### config.mk
export PLATFORM = sky130hd
export DESIGN_NAME = fastram_burst
export DESIGN_NICKNAME = d
export VERILOG_FILES = /design/src/rtl/fastram_burst_pkg.sv /design/src/rtl/fastram_lanes.sv /design/src/rtl/fastram_burst.sv
export SDC_FILE = /design/constraint.sdc
export NUM_CORES = 1
export LEC_CHECK = 0
export CELL_PAD_IN_SITES_DETAIL_PLACEMENT = 2
export CELL_PAD_IN_SITES_GLOBAL_PLACEMENT = 2
export CORE_UTILIZATION = 33
export CTS_BUF_LIST = sky130_fd_sc_hd__clkbuf_8
export DETAILED_ROUTE_END_ITERATION = 10
export HOLD_SLACK_MARGIN = 0.08
export PLACE_DENSITY = 0.79
export SLEW_MARGIN = 20
export SYNTH_ARGS = -nofsm -noshare
export SYNTH_HDL_FRONTEND = slang
export SYNTH_HIERARCHICAL = 1
export SYNTH_SLANG_ARGS = --single-unit
export TNS_END_PERCENT = 20
### constraint.sdc
create_clock -name CLKCPU -period 1.8 [get_ports CLKCPU]
set_input_delay 0.36 -clock CLKCPU [delete_from_list [all_inputs] [get_ports CLKCPU]]
set_output_delay 0.36 -clock CLKCPU [all_outputs]
set_load 0.1 [all_outputs]
### src/rtl/fastram_burst_pkg.sv
// Shared definitions for the 68030 fast RAM burst controller.
// Latency: n/a (types, constants and a pure helper function only).
// Backpressure: n/a.
package fastram_burst_pkg;

    // Controller state encoding.
    typedef enum logic [2:0] {
        ST_IDLE       = 3'd0,
        ST_WAIT       = 3'd1,
        ST_TERM       = 3'd2,
        ST_BURST_WAIT = 3'd3,
        ST_BURST_TERM = 3'd4,
        ST_RECOVER    = 3'd5
    } state_t;

    // 68030 SIZ encodings.
    localparam logic [1:0] SIZ_LONG  = 2'b00;
    localparam logic [1:0] SIZ_BYTE  = 2'b01;
    localparam logic [1:0] SIZ_WORD  = 2'b10;
    localparam logic [1:0] SIZ_3BYTE = 2'b11;

    // Largest supported wait-state count (the counter is 2 bits wide).
    localparam int MAX_WAIT_STATES = 3;

    // Transfer length in bytes for a SIZ code.
    function automatic logic [2:0] siz_len(input logic [1:0] siz);
        logic [2:0] len;
        case (siz)
            SIZ_BYTE:  len = 3'd1;
            SIZ_WORD:  len = 3'd2;
            SIZ_3BYTE: len = 3'd3;
            default:   len = 3'd4;
        endcase
        return len;
    endfunction

endpackage

### src/rtl/fastram_lanes.sv
// Byte-lane decode: A[1:0]/SIZ to active-low RAM byte selects.
// Latency: purely combinational, zero cycles.
// Backpressure: none; the caller registers the result.
// Ports: a (A[1:0]), siz (SIZ), lane_n (lane_n[3] = D31:24, low = selected).
module fastram_lanes
    import fastram_burst_pkg::*;
(
    input  logic [1:0] a,
    input  logic [1:0] siz,
    output logic [3:0] lane_n
);

    logic [2:0] first_b;
    logic [2:0] last_b;

    // Byte offset 0 lives on lane 3 (big-endian bus). Transfers running past
    // offset 3 are clipped; the CPU issues the remainder as a further cycle.
    always_comb begin
        first_b = {1'b0, a};
        last_b  = first_b + siz_len(siz) - 3'd1;
        lane_n  = 4'hF;
        for (int off = 0; off < 4; off++) begin
            if ((3'(off) >= first_b) && (3'(off) <= last_b)) begin
                lane_n[2'(3 - off)] = 1'b0;
            end
        end
    end

endmodule

### src/rtl/fastram_burst.sv
// 68030 synchronous fast RAM controller with cache burst fills (STERM/CBACK).
// Latency: first STERM WAIT_STATES+1 cycles after AS20 sampled, burst beats every WAIT_STATES+1.
// Backpressure: none; AS20 negation aborts, CBREQ negation ends a burst at the current beat.
// Ports: CLKCPU/RESET; CPU side ACCESS, BANK, A, A32, SIZ, AS20, DS20, RW20, CBREQ in,
//        STERM, CBACK, CIIN out; RAM side RAMA, RAMCS, RAMOE, RAMWE, BANKCE out.
//        A32 carries CPU A[3:2], the longword index that seeds RAMA.
module fastram_burst #(
    parameter int WAIT_STATES = 1,
    parameter int BURST_EN    = 1,
    parameter int BANKS       = 2
) (
    input  logic                                           CLKCPU,
    input  logic                                           RESET,
    input  logic                                           ACCESS,
    input  logic [((BANKS > 1) ? $clog2(BANKS) : 1) - 1:0] BANK,
    input  logic [1:0]                                     A,
    input  logic [1:0]                                     A32,
    input  logic [1:0]                                     SIZ,
    input  logic                                           AS20,
    input  logic                                           DS20,
    input  logic                                           RW20,
    input  logic                                           CBREQ,
    output logic                                           STERM,
    output logic                                           CBACK,
    output logic                                           CIIN,
    output logic [1:0]                                     RAMA,
    output logic [3:0]                                     RAMCS,
    output logic                                           RAMOE,
    output logic                                           RAMWE,
    output logic [BANKS-1:0]                               BANKCE
);
    import fastram_burst_pkg::*;

    localparam int BANK_W = (BANKS > 1) ? $clog2(BANKS) : 1;
    localparam int WS     = (WAIT_STATES > MAX_WAIT_STATES) ? MAX_WAIT_STATES : WAIT_STATES;

    state_t             state_q, state_d;
    logic [1:0]         cnt_q, cnt_d;
    logic [BANK_W-1:0]  bank_q, bank_d;
    logic [1:0]         rama_q, rama_d;
    logic [1:0]         beat_q, beat_d;
    logic               rw_q, rw_d;
    logic [3:0]         lanes_q, lanes_d;
    logic               sterm_q, sterm_d;
    logic               cback_q, cback_d;
    logic [3:0]         ramcs_q, ramcs_d;
    logic               ramoe_q, ramoe_d;
    logic               ramwe_q, ramwe_d;
    logic [BANKS-1:0]   bankce_q, bankce_d;

    logic               bank_ok;
    logic [3:0]         lane_dec;
    logic               active_d;
    logic               term_d;

    fastram_lanes u_lanes (
        .a      (A),
        .siz    (SIZ),
        .lane_n (lane_dec)
    );

    // A non-existent bank never starts a cycle, so no STERM is ever given
    // and the CPU's bus timeout ends it.
    assign bank_ok = (int'(BANK) < BANKS);

    always_comb begin
        state_d = state_q;
        cnt_d   = cnt_q;
        bank_d  = bank_q;
        rama_d  = rama_q;
        beat_d  = beat_q;
        rw_d    = rw_q;
        lanes_d = lanes_q;

        case (state_q)
            ST_IDLE: begin
                if (!AS20 && !ACCESS && bank_ok) begin
                    bank_d  = BANK;
                    rama_d  = A32;
                    rw_d    = RW20;
                    lanes_d = lane_dec;
                    beat_d  = 2'd0;
                    if (WS == 0) begin
                        state_d = ST_TERM;
                    end else begin
                        state_d = ST_WAIT;
                        cnt_d   = 2'(WS);
                    end
                end
            end
            ST_WAIT, ST_BURST_WAIT: begin
                cnt_d = cnt_q - 2'd1;
                if (cnt_q == 2'd1) begin
                    state_d = (state_q == ST_WAIT) ? ST_TERM : ST_BURST_TERM;
                end
            end
            ST_TERM, ST_BURST_TERM: begin
                // CBACK given with this beat's STERM means the CPU expects
                // another beat; otherwise the cycle is complete.
                if (!cback_q) begin
                    beat_d = beat_q + 2'd1;
                    rama_d = rama_q + 2'd1;
                    if (WS == 0) begin
                        state_d = ST_BURST_TERM;
                    end else begin
                        state_d = ST_BURST_WAIT;
                        cnt_d   = 2'(WS);
                    end
                end else begin
                    state_d = ST_RECOVER;
                end
            end
            ST_RECOVER: begin
                if (AS20) begin
                    state_d = ST_IDLE;
                end
            end
            default: state_d = ST_IDLE;
        endcase

        // Address strobe negated: the CPU has abandoned the cycle.
        if ((state_q != ST_IDLE) && AS20) begin
            state_d = ST_IDLE;
        end

        // Outputs are decoded from the next state and registered.
        active_d = state_d inside {ST_WAIT, ST_TERM, ST_BURST_WAIT, ST_BURST_TERM};
        term_d   = state_d inside {ST_TERM, ST_BURST_TERM};
        sterm_d  = !term_d;

        cback_d = 1'b1;
        if (BURST_EN != 0) begin
            if (state_d == ST_TERM) begin
                cback_d = !(rw_d && !CBREQ);
            end else if (state_d == ST_BURST_TERM) begin
                // Fourth beat (index 3) always ends the burst.
                cback_d = !(!CBREQ && (beat_d != 2'd3));
            end
        end

        ramcs_d  = active_d ? (rw_d ? 4'h0 : lanes_d) : 4'hF;
        ramoe_d  = !(active_d && rw_d);
        ramwe_d  = !(active_d && !rw_d && !DS20);
        bankce_d = active_d ? ~(BANKS'(1) << bank_d) : '1;
    end

    always_ff @(posedge CLKCPU or negedge RESET) begin
        if (!RESET) begin
            state_q  <= ST_IDLE;
            cnt_q    <= 2'd0;
            bank_q   <= '0;
            rama_q   <= 2'd0;
            beat_q   <= 2'd0;
            rw_q     <= 1'b1;
            lanes_q  <= 4'hF;
            sterm_q  <= 1'b1;
            cback_q  <= 1'b1;
            ramcs_q  <= 4'hF;
            ramoe_q  <= 1'b1;
            ramwe_q  <= 1'b1;
            bankce_q <= '1;
        end else begin
            state_q  <= state_d;
            cnt_q    <= cnt_d;
            bank_q   <= bank_d;
            rama_q   <= rama_d;
            beat_q   <= beat_d;
            rw_q     <= rw_d;
            lanes_q  <= lanes_d;
            sterm_q  <= sterm_d;
            cback_q  <= cback_d;
            ramcs_q  <= ramcs_d;
            ramoe_q  <= ramoe_d;
            ramwe_q  <= ramwe_d;
            bankce_q <= bankce_d;
        end
    end

    assign STERM  = sterm_q;
    assign CBACK  = cback_q;
    assign CIIN   = 1'b1;      // fast RAM is always cacheable
    assign RAMA   = rama_q;
    assign RAMCS  = ramcs_q;
    assign RAMOE  = ramoe_q;
    assign RAMWE  = ramwe_q;
    assign BANKCE = bankce_q;

endmodule

### Yosys cells after proc, flatten, opt, wreduce, memory -nomap -nowiden

Cells that the tools add are included.

| operators by class | value |
|---|---|
| $add $sub $neg | 5 |
| div/mod/pow operators | 0 |
| multiply operators | 0 |
| equal/unequal tests | 16 |
| bitwise operators | 1 |
| shift operators | 1 |
| multiplexer cells | 30 |
| reduce and logical (&&, ||, !) cells | 28 |
| magnitude comparators | 3 |

Operators by type and width:

| cell | number |
|---|---|
| $mux 3 | 6 |
| $mux 4 | 4 |
| $mux 2 | 7 |
| $eq 3x2->1 const B | 4 |
| $pmux 3 s4 | 1 |
| $logic_not 1->1 | 10 |
| $eq 3x3->1 const B | 3 |
| $pmux 3 s3 | 1 |
| $logic_and 1x1->1 | 8 |
| $mux 1 | 8 |
| $pmux 2 s2 | 2 |
| $eq 3x1->1 const B | 2 |
| $le 2x3->1 const A | 2 |
| $ne 2x2->1 const B | 3 |
| $pmux 2 s3 | 1 |
| $reduce_and 3->1 | 2 |
| $reduce_bool 3->1 | 2 |
| $add 2x1->2 const B | 2 |
| $eq 2x1->1 const B | 2 |
| $eq 2x2->1 const B | 2 |
| $reduce_bool 2->1 | 2 |
| $reduce_bool 4->1 | 1 |
| $reduce_or 2->1 | 2 |
| $add 2x3->3 | 1 |
| other kinds (6) | 6 |

| word-level totals | value |
|---|---|
| memories | 0 |
| memory bits (writable) | 0 |
| output and inout bits | 13 |
| logic and storage cells | 97 |
| input port bits | 14 |
| bits in registers | 25 |
| ROM bits | 0 |
| bits in latches | 0 |

### Logic depth before layout (Yosys ltp)

Gate-level depths: netlist of the first run.

| logic depth | value |
|---|---|
| word-level depth | 11 |
| mapped depth | 9 |
| mapped depth without buffers | 9 |

### Cells and area by module

Netlist of the first run, hierarchy kept.

By module, submodules not included:

| module | instances | cells an instance | area each (um^2) | sequential area each (um^2) |
|---|---|---|---|---|
| fastram_burst | 1 | 117 | 1,277.5 | 644.4 |
| fastram_lanes | 1 | 18 | 115.1 | 0.0 |

### Least setup slack after synthesis of the first run

OpenSTA, ideal clock, no wires.

| timing path | value |
|---|---|
| path kind | register -> register |
| start point | register cback_q (netlist: CBACK) |
| end point | register bankce_q[0] (netlist: BANKCE[0]) |
| clock period less this slack | 1.962 ns |
| data required time | 1.715 ns |
| arrival | 1.877 ns |
| library setup time | 0.085 ns |
| stages on the path, launching flop included | 6 |
| buffers on the path | 1 |
| setup slack | -0.162 ns |
| path through | dfstp_2 -> nor2_1 -> or2_1 -> or3b_1 -> buf_2 -> o2111ai_1 |

| between the ends | value |
|---|---|
| longest elaborated chain between the ends | 6 |
| elaborated cells between the ends (all ways) | 9 |
| those cells by class | eq/ne: 4; mux: 4; reduce/logical: 1 |

Ends and longest elaborated chain:

| what | line | source |
|---|---|---|
| start, declared | fastram_burst.sv:45 | `logic cback_q, cback_d;` |
| start signal, assigned | fastram_burst.sv:171 | `cback_q <= cback_d;` |
| $mux 3 * | fastram_burst.sv:100 | `if (!cback_q) begin` |
| $pmux 3 s4 * | fastram_burst.sv:75 | `case (state_q)` |
| $mux 3 * | fastram_burst.sv:122 | `if ((state_q != ST_IDLE) && AS20) begin` |
| $eq 3x1->1, or another cell as far along | fastram_burst.sv:127 | `active_d = state_d inside {ST_WAIT, ST_TERM, ST_BURST_WAIT, ST_BURST_TERM};` |
| $reduce_bool 4->1 * | fastram_burst.sv:127 |  |
| $mux 2 * | fastram_burst.sv:144 | `bankce_d = active_d ? ~(BANKS'(1) << bank_d) : '1;` |
| named net bankce_d[0] | fastram_burst.sv:49 | `logic [BANKS-1:0] bankce_q, bankce_d;` |
| end signal, assigned | fastram_burst.sv:175 | `bankce_q <= bankce_d;` |
| end, declared | fastram_burst.sv:49 |  |

Mark *: on every way through the listed nets, which the timed path passes. The rest lies on a longest branch.
A chain may end at the register's enable or synchronous reset.

### Final worst setup path of the first run

| timing path | value |
|---|---|
| start point | register cnt_q[1] |
| end point | register bankce_q[0] (netlist: BANKCE[0]) |

| between the ends | value |
|---|---|
| longest elaborated chain between the ends | 7 |
| elaborated cells between the ends (all ways) | 10 |
| those cells by class | eq/ne: 5; mux: 4; reduce/logical: 1 |

Ends and longest elaborated chain:

| what | line | source |
|---|---|---|
| start, declared | fastram_burst.sv:38 | `logic [1:0] cnt_q, cnt_d;` |
| start signal, assigned | fastram_burst.sv:164 | `cnt_q <= cnt_d;` |
| $eq 2x1->1 * | fastram_burst.sv:93 | `if (cnt_q == 2'd1) begin` |
| $mux 3 * | fastram_burst.sv:93 |  |
| $pmux 3 s4 * | fastram_burst.sv:75 |  |
| $mux 3 * | fastram_burst.sv:122 |  |
| named net state_d[0] | fastram_burst.sv:37 | `state_t state_q, state_d;` |
| $eq 3x1->1, or another cell as far along | fastram_burst.sv:127 |  |
| $reduce_bool 4->1 * | fastram_burst.sv:127 |  |
| $mux 2 * | fastram_burst.sv:144 |  |
| named net bankce_d[0] | fastram_burst.sv:49 |  |

Marks and branches as above.

==> results of run 1 <==
-- kinds of logic after synthesis --
kind of cell             after synthesis
XOR/XNOR                               2
buffers and inverters                 26
flip-flops                            25
adder cells (fa/ha/maj)                4
AND/OR/NAND/NOR                       33
multiplexers                           6
other                                  2
AO/OA/AOI/OAI                         37
-- worst max-delay path by stage --
stage               startpoint        end  depth (start not counted)
floorplan                CBACK  BANKCE[0]                          5
global placement        SIZ[1]   RAMCS[1]                         10
detailed placement      SIZ[1]   RAMCS[1]                         10
CTS                 state_q[0]      CBACK                          5
global route          cnt_q[1]  BANKCE[0]                          6
finish                cnt_q[1]  BANKCE[0]                          6
-- cells in the mapped netlist (all sizes together) --
cell type	number
a211o	2
a21bo	2
a21boi	1
a21oi	6
a22o	1
a2bb2oi	1
a31o	1
a31oi	2
a32oi	1
and2	1
and3b	1
and4b	1
buf	7
conb	2
dfrtp	10
dfstp	15
ha	4
inv	19
mux2i	6
nand2	4
nand2b	2
nand3	4
nand3b	2
nor2	6
nor2b	3
nor3	1
nor3b	1
nor4b	1
o2111ai	2
o211ai	4
o21a	1
o21ai	2
o21bai	2
o221ai	4
o22a	1
o22ai	2
o311a	1
o311ai	1
or2	3
or3b	1
or4	1
or4bb	1
xnor2	2
-- registers in the layout, indices dropped and copies added, names as in the netlist --
name     count
STERM        1
RAMOE        1
cnt_q        2
RAMCS        4
RAMA         2
rw_q         1
RAMWE        1
state_q      3
bank_q       1
CBACK        1
BANKCE       2
beat_q       2
lanes_q      4
-- layout make-up --
cell class                      instances  area [um2]  area share (%)
Multi-Input combinational cell         85         719            34.1
Sequential cell                        25         651            30.9
Timing Repair Buffer                   50         558            26.5
Inverter                               19        71.3            3.38
Tap cell                               50        62.6            2.97
Clock buffer                            3        41.3            1.96
Clock inverter                          1        3.75           0.178
-- layer usage --
layer | wire (um) | GRT usage (%) | up-vias
li1 | - | - | 572
met1 | 2090 | 27.8 | 628
met2 | 2850 | 45.3 | 31
met3 | 135 | 3.60 | 12
met4 | 141 | 12.5 | 0
met5 | 0 | 0 | -
-- repair_timing --
action,CTS,global route
buffers inserted,3,3
endpoints found under the setup margin,10,12
hold endpoints to repair,0,0
resized for setup,16,13
cloned,0,0
pin swaps,5,5
-- per-stage QoR --
step	worst slack (ns)	hold WS (ns)
floorplan	0.00666	0.0644
global placement	-0.383	0.479
detailed placement	-0.545	0.506
CTS	0.00474	0.460
global route	-0.0550	0.489
finish	-0.0206	0.474
-- power groups by stage --
stage	Sequential, mW	Combinational, mW	Clock, mW
floorplan	1.68	0.596	0
global placement	1.03	1.97	0
detailed placement	1.05	2.06	0
CTS	1.05	2.14	0.345
global route	1.07	2.38	0.376
finish	1.06	2.28	0.339
==> reports/qor.yml, run 1 <==
run_status:
  status: "complete, but fails checks"
  failed_checks: "negative setup slack"
routing:
  routed_wl_um: 5220
  ant_nets: 0
  post-route-drc-count: 0
  avgViaCountPerCell: 5.33
  wl_per_cell_um: 22.4
  drt_iter0_markers: 36
  first_pass_iters: 4
  num_vias: 1243
synthesis:
  post-synth-top-area-cell: "dfstp_2"
  synth_compound_area_share_pct: 21.0
  yosys.area_share.simple_pct: 14.6
  synth_top_area_share_pct: 28.3
  ys_warn_count: 6
  post_synth.cell_area_avg_um2: 10.3
  yosys.area_share.adder_pct: 3.59
  synth_mux_area_share_pct: 4.31
  synth_seq_area_share_pct: 46.3
  synthXorXnorAreaFrac_pct: 1.26
  ys_ff_latch: 25
  synth_area_mm2: 0.00139
  synth_top_family_by_area: "compound AO/OA/AOI/OAI gates"
  synth_cell_types: 50
  synthTopCellsByArea: "dfstp_2 28%, dfrtp_1 18%, inv_1 4.9%"
  syn_inst: 135
layout:
  layout_common_cells: "23 x buf_4, 16 x inv_1, 14 x dfstp_2"
  instances_no_fill: 233
  drive_above_1_share_pct: 45.9
  fin_area_mm2: 0.00211
  insertedDiodeCount: 0
  post-route-util_pct: 52.3
  nNetsFinal: 202
  nFillCells: 407
  syn_to_final_growth_pct: 51.3
  layout_commonest_cell: "buf_4"
setup_path:
  crit_arrival_ns: 2.00
  cp_cell_sequence: "inv_1, ha_4, a211o_1, o22ai_2, or3b_4, o2111ai_1"
  rrSetupSlack_ns: -0.02
  critPathTopFamily: "compound AO/OA/AOI/OAI gates"
  r2r.worst_path.cells: 6
  critPathSlowestCell: "or3b_4"
  max_stage_delay_ns: 0.48
  r2r-start: "cnt_q[1]"
  end_kind: "flop"
  required_ns: 1.98
  start_kind: "flop"
  critical_path_buf_inv_count: 1
  regToRegEndpoint: "BANKCE[0]"
  crit_type: "flop to flop"
  critPathMaxFanout: 8
grt:
  track_usage_pct: 24.9
  antenna_found_initial: 0
  grt_first_pass_wirelength_um: 7780
  globalRouteOverflowTotal: 0
  grt_pass1_vias: 1432
  grt_max_degree: 26
timing:
  setup_slack_ns: -0.0206
  drv_slew: 0
  hold_viol: 0
  layout_min_cycle_time_ns: 1.82
  skew_ns: 0.00580
  fin_crit_sh_pct: 101
  setup_viol: 1
  fmax_ghz: 0.549
  setup_tns_ns: -0.0206
placement:
  place_area_mm2: 0.00195
  dp_cells: 223
  port_buffers: 25
  finalWeightedCongestion: 0.764
  hpwl_um: 3270
power_and_ir_drop:
  total_power_mw: 3.68
  p_int_mw: 1.92
  p_leak_nw: 0.975
  power_frac_clock_pct: 9.2
  vdd_ir_drop_max_mv: 1.21
  power_density_mw_per_mm2: 1750
  combinationalPowerShare_pct: 62.1
  power_switching_mw: 1.75
  power.share.sequential_pct: 28.7
  swShare_pct: 47.7
clock_network:
  cts.clk_slew.worst_paths_ns: 0.09
  hold_buffers: 0
  cts_buffers: 3
  root_buffer: "clkbuf_8"
  worstSkewPairLatency_ns: 0.27
  htreeDepth: 1
  cts_num_sinks: 25
  cts_tree: "done"
  cts_buffer_depth: 2
run:
  max_cap_violations: 0
floorplan:
  pin_count: 27
  start_util_pct: 34.6
  rows: 23
  die_h_um: 67.0
  core-area_mm2: 0.00403
  dieArea_mm2: 0.00448
  die_width_um: 67.0
worst_hold_path:
  hold_path.class: "input pin to asynchronous set/reset pin"
Note: power is estimated with default switching activity, not from simulation.
==> inputs of run 2 (changes only) <==
--- a/config.mk
+++ b/config.mk
@@ -5,13 +5,14 @@
 export SDC_FILE = /design/constraint.sdc
 export NUM_CORES = 1
 export LEC_CHECK = 0
+export ABC_AREA = 1
 export CELL_PAD_IN_SITES_DETAIL_PLACEMENT = 2
 export CELL_PAD_IN_SITES_GLOBAL_PLACEMENT = 2
-export CORE_UTILIZATION = 33
-export CTS_BUF_LIST = sky130_fd_sc_hd__clkbuf_8
+export CORE_UTILIZATION = 31
+export CTS_BUF_LIST = sky130_fd_sc_hd__clkbuf_2 sky130_fd_sc_hd__clkbuf_4 sky130_fd_sc_hd__clkbuf_8
 export DETAILED_ROUTE_END_ITERATION = 10
 export HOLD_SLACK_MARGIN = 0.08
-export PLACE_DENSITY = 0.79
+export PLACE_DENSITY = 0.81
 export SLEW_MARGIN = 20
 export SYNTH_ARGS = -nofsm -noshare
 export SYNTH_HDL_FRONTEND = slang
==> constraint.sdc (replaced) <==
create_clock -name CLKCPU -period 1.8 [get_ports CLKCPU]
set_input_delay 0.36 -clock CLKCPU [delete_from_list [all_inputs] [get_ports CLKCPU]]
set_output_delay 0.36 -clock CLKCPU [all_outputs]
set_load 0.005 [all_outputs]
==> reports/qor.yml, run 2 <==
synthesis:
  synth_cell_types: 27  # -46%
  synth_seq_area_share_pct: 45.9  # -0.41 points
  synth_edf_count: 0  # unchanged
  synthFlopType: "dfstp_2"
  synthTopCellsByArea: "dfstp_2 28%, dfrtp_1 18%, nand2_1 14%"
  synth_area_mm2: 0.00141  # +0.90%
  post_synth.cell_area_avg_um2: 8.08  # -22%
  post-synth-top-area-cell: "dfstp_2"
  synth_top_area_share_pct: 28.0  # -0.25 points
  ys_warn_count: 6  # unchanged
  async_flop_share_pct: 100  # unchanged
  ys_ff_latch: 25  # unchanged
  post-synth-top-count-cell: "nand2_1"
  synth_common_cells: "54 x nand2_1, 25 x inv_1, 15 x dfstp_2, 12 x nand3_1, 11 x nand2_2"
  syn_inst: 174  # +29%
placement:
  finalWeightedCongestion: 0.740  # -3.2%
  port_buffers: 25  # unchanged
  dp_cells: 256  # +15%
  hpwl_um: 3070  # -6.1%
clock_network:
  worstSkewPairLatency_ns: 0.26  # about the same
  cts.clk_slew.worst_paths_ns: 0.09  # about the same
  root_buffer: "clkbuf_8"
  hold_buffers: 0  # unchanged
  cts_buffers: 3  # unchanged
  cts_num_sinks: 25  # unchanged
  htreeDepth: 1  # unchanged
  cts_buffer_depth: 2  # unchanged
  cts_tree: "done"
  postCtsSetupRepairBufs: 0  # -3
power_and_ir_drop:
  p_leak_nw: 0.910  # -6.6%
  power.share.sequential_pct: 35.8  # +7.1 points
  vdd_ir_drop_max_mv: 0.656  # -46%
  combinationalPowerShare_pct: 53.1  # -9.0 points
  power_density_mw_per_mm2: 1620  # -7.4%
  p_int_mw: 1.70  # -12%
  power_frac_clock_pct: 11.0  # +1.8 points
  power_switching_mw: 1.27  # -28%
  swShare_pct: 42.8  # -4.9 points
floorplan:
  die_width_um: 69.3  # +3.5%
  start_util_pct: 32.3  # -2.3 points
  die_h_um: 69.3  # +3.5%
  rows: 24  # +4.3%
  dieArea_mm2: 0.00481  # +7.2%
  core-area_mm2: 0.00435  # +8.1%
  pin_count: 27  # unchanged
grt:
  grt_max_degree: 26  # unchanged
  antenna_found_initial: 0  # unchanged
  track_usage_pct: 17.6  # -7.3 points
  grt_pass1_vias: 1468  # +2.5%
  grt_first_pass_wirelength_um: 6820  # -12%
  globalRouteOverflowTotal: 0  # unchanged
timing:
  whs_ns: 0.467  # -0.00742 ns
  layout_min_cycle_time_ns: 1.71  # -0.106 ns
  fin_crit_sh_pct: 95.3  # -5.9 points
  setup_tns_ns: 0  # +0.0206 ns
  setup_viol: 0  # -1
  fmax_ghz: 0.583  # +6.2%
  hold_viol: 0  # unchanged
  drv_slew: 0  # unchanged
  skew_ns: 0.00165  # -0.00415 ns
  grt_setup_unrepaired: "no"
routing:
  post-route-drc-count: 0  # unchanged
  drt_iter0_markers: 22  # -39%
  wl_per_cell_um: 14.7  # -34%
  ant_nets: 0  # unchanged
  routed_wl_um: 3820  # -27%
  num_vias: 1194  # -3.9%
  first_pass_iters: 3  # -1
  avgViaCountPerCell: 4.59  # -14%
layout:
  post-route-util_pct: 42.2  # -10 points
  insertedDiodeCount: 0  # unchanged
  layout_common_cells: "50 x nand2_1, 24 x inv_1, 21 x clkdlybuf4s50_1"
  drive_above_1_share_pct: 29.3  # -17 points
  nNetsFinal: 227  # +12%
  instances_no_fill: 260  # +12%
  syn_to_final_growth_pct: 30.8
  layout_commonest_cell: "nand2_1"
run_status:
  status: "complete, no violations"
setup_path:
  critPathTopFamily: "flip-flops"
  crit_type: "flop to output pin"
  critPathSlowestCell: "dfstp_2"
  cp_cell_sequence: "clkdlybuf4s50_1"
  crit_arrival_ns: 1.35  # -0.65 ns
  max_stage_delay_ns: 0.59  # +0.11 ns
  end_kind: "output pin"
  required_ns: 1.44  # -0.54 ns
  critical_path_buf_inv_count: 1  # unchanged
  critPathMaxFanout: 4  # -4
  start_kind: "flop"
worst_hold_path:
  hold_path.class: "input pin to asynchronous set/reset pin"
run:
  max_cap_violations: 0  # unchanged
==> run 2: changes by cell type in the layout (fill, tap and decap cells not counted), sizes merged, moves of 3 or more <==
| cell | delta |
|---|---|
| buf | -29 |
| clkbuf | -3 |
| clkdlybuf4s50 | +13 |
| inv | +7 |
| mux2i | -6 |
| nand2 | +63 |
| nand3 | +10 |
| nor2 | +9 |
| nor2b | -3 |
| o211ai | -4 |
| o221ai | -4 |
==> run 2: path summary, 6_finish.rpt <==
kind                            start         end  slack [ns]  cells past startpoint
max                             CBACK       CBACK        0.09                      1
min                             RESET   beat_q[1]        0.47                      2
max reg2reg                state_q[0]   BANKCE[0]        0.21                     10
min reg2reg                lanes_q[2]  lanes_q[2]        0.48                      2
max in group asynchronous       RESET    RAMCS[1]        1.04                      2
min in group CLKCPU        lanes_q[2]  lanes_q[2]        0.48                      2
==> run 2: kinds of logic (layout without fill, tap and decap cells) <==
family,count (synthesis),count (layout),share of synthesized area (%)
AO/OA/AOI/OAI,12,12,5.88
XOR/XNOR,1,1,0.623
adder cells (fa/ha/maj),4,4,3.56
buffers and inverters,30,63,8.82
flip-flops,25,25,45.9
other,2,3,0.534
AND/OR/NAND/NOR,100,100,34.7
==> run 2: power by group through the flow <==
stage / registers, mW / clock network [mW] / logic [mW]
global route: 1.10 / 0.360 / 1.79
global placement: 1.06 / 0 / 1.45
floorplan: 1.05 / 0 / 0.943
finish: 1.06 / 0.328 / 1.58
detailed placement: 1.08 / 0 / 1.57
CTS: 1.07 / 0.341 / 1.60
==> run 2: area by class of cell <==
class	count	area, um2
Clock buffer	3	41.3
Clock inverter	1	5.00
Fill cell	500	2520
Inverter	27	101
Multi-Input combinational cell	120	676
Sequential cell	25	644
Tap cell	52	65.1
Timing Repair Buffer	32	305
==> run 2: what timing repair did <==
action	in CTS	in global routing
gates resized for setup	9	4
pin swaps	5	0
setup endpoints to repair	2	3
==> run 2: per-stage QoR <==
stage          total power [mW]  setup slack, ns  instance area [um2]
2_1_floorplan              1.99            0.324                 1410
4_1_cts                    3.01           0.0265                 1830
5_1_grt                    3.25           0.0436                 1840
3_3_place_gp               2.51           -0.237                 1750
3_5_place_dp               2.65           -0.360                 1750
6_report                   2.97           0.0853                 1840
==> run 2: metal layers <==
metal | wire (um) | part of all wire, % | global-route usage (%) | vias to the layer above
li1 | - | - | - | 594
met1 | 1630 | 43 | 20.5 | 584
met2 | 2080 | 54 | 33.7 | 14
met3 | 105 | 2.7 | 2.91 | 2
met4 | 12 | 0.31 | 3.17 | 0
met5 | 0 | 0 | 0 | -
==> inputs of run 3 (changes only) <==
--- a/config.mk
+++ b/config.mk
@@ -13,7 +13,6 @@
 export DETAILED_ROUTE_END_ITERATION = 10
 export HOLD_SLACK_MARGIN = 0.08
 export PLACE_DENSITY = 0.81
-export SLEW_MARGIN = 20
 export SYNTH_ARGS = -nofsm -noshare
 export SYNTH_HDL_FRONTEND = slang
 export SYNTH_HIERARCHICAL = 1
==> results of run 3 <==
Same layout as run 2: the final DEF is identical, and so are final timing and power.
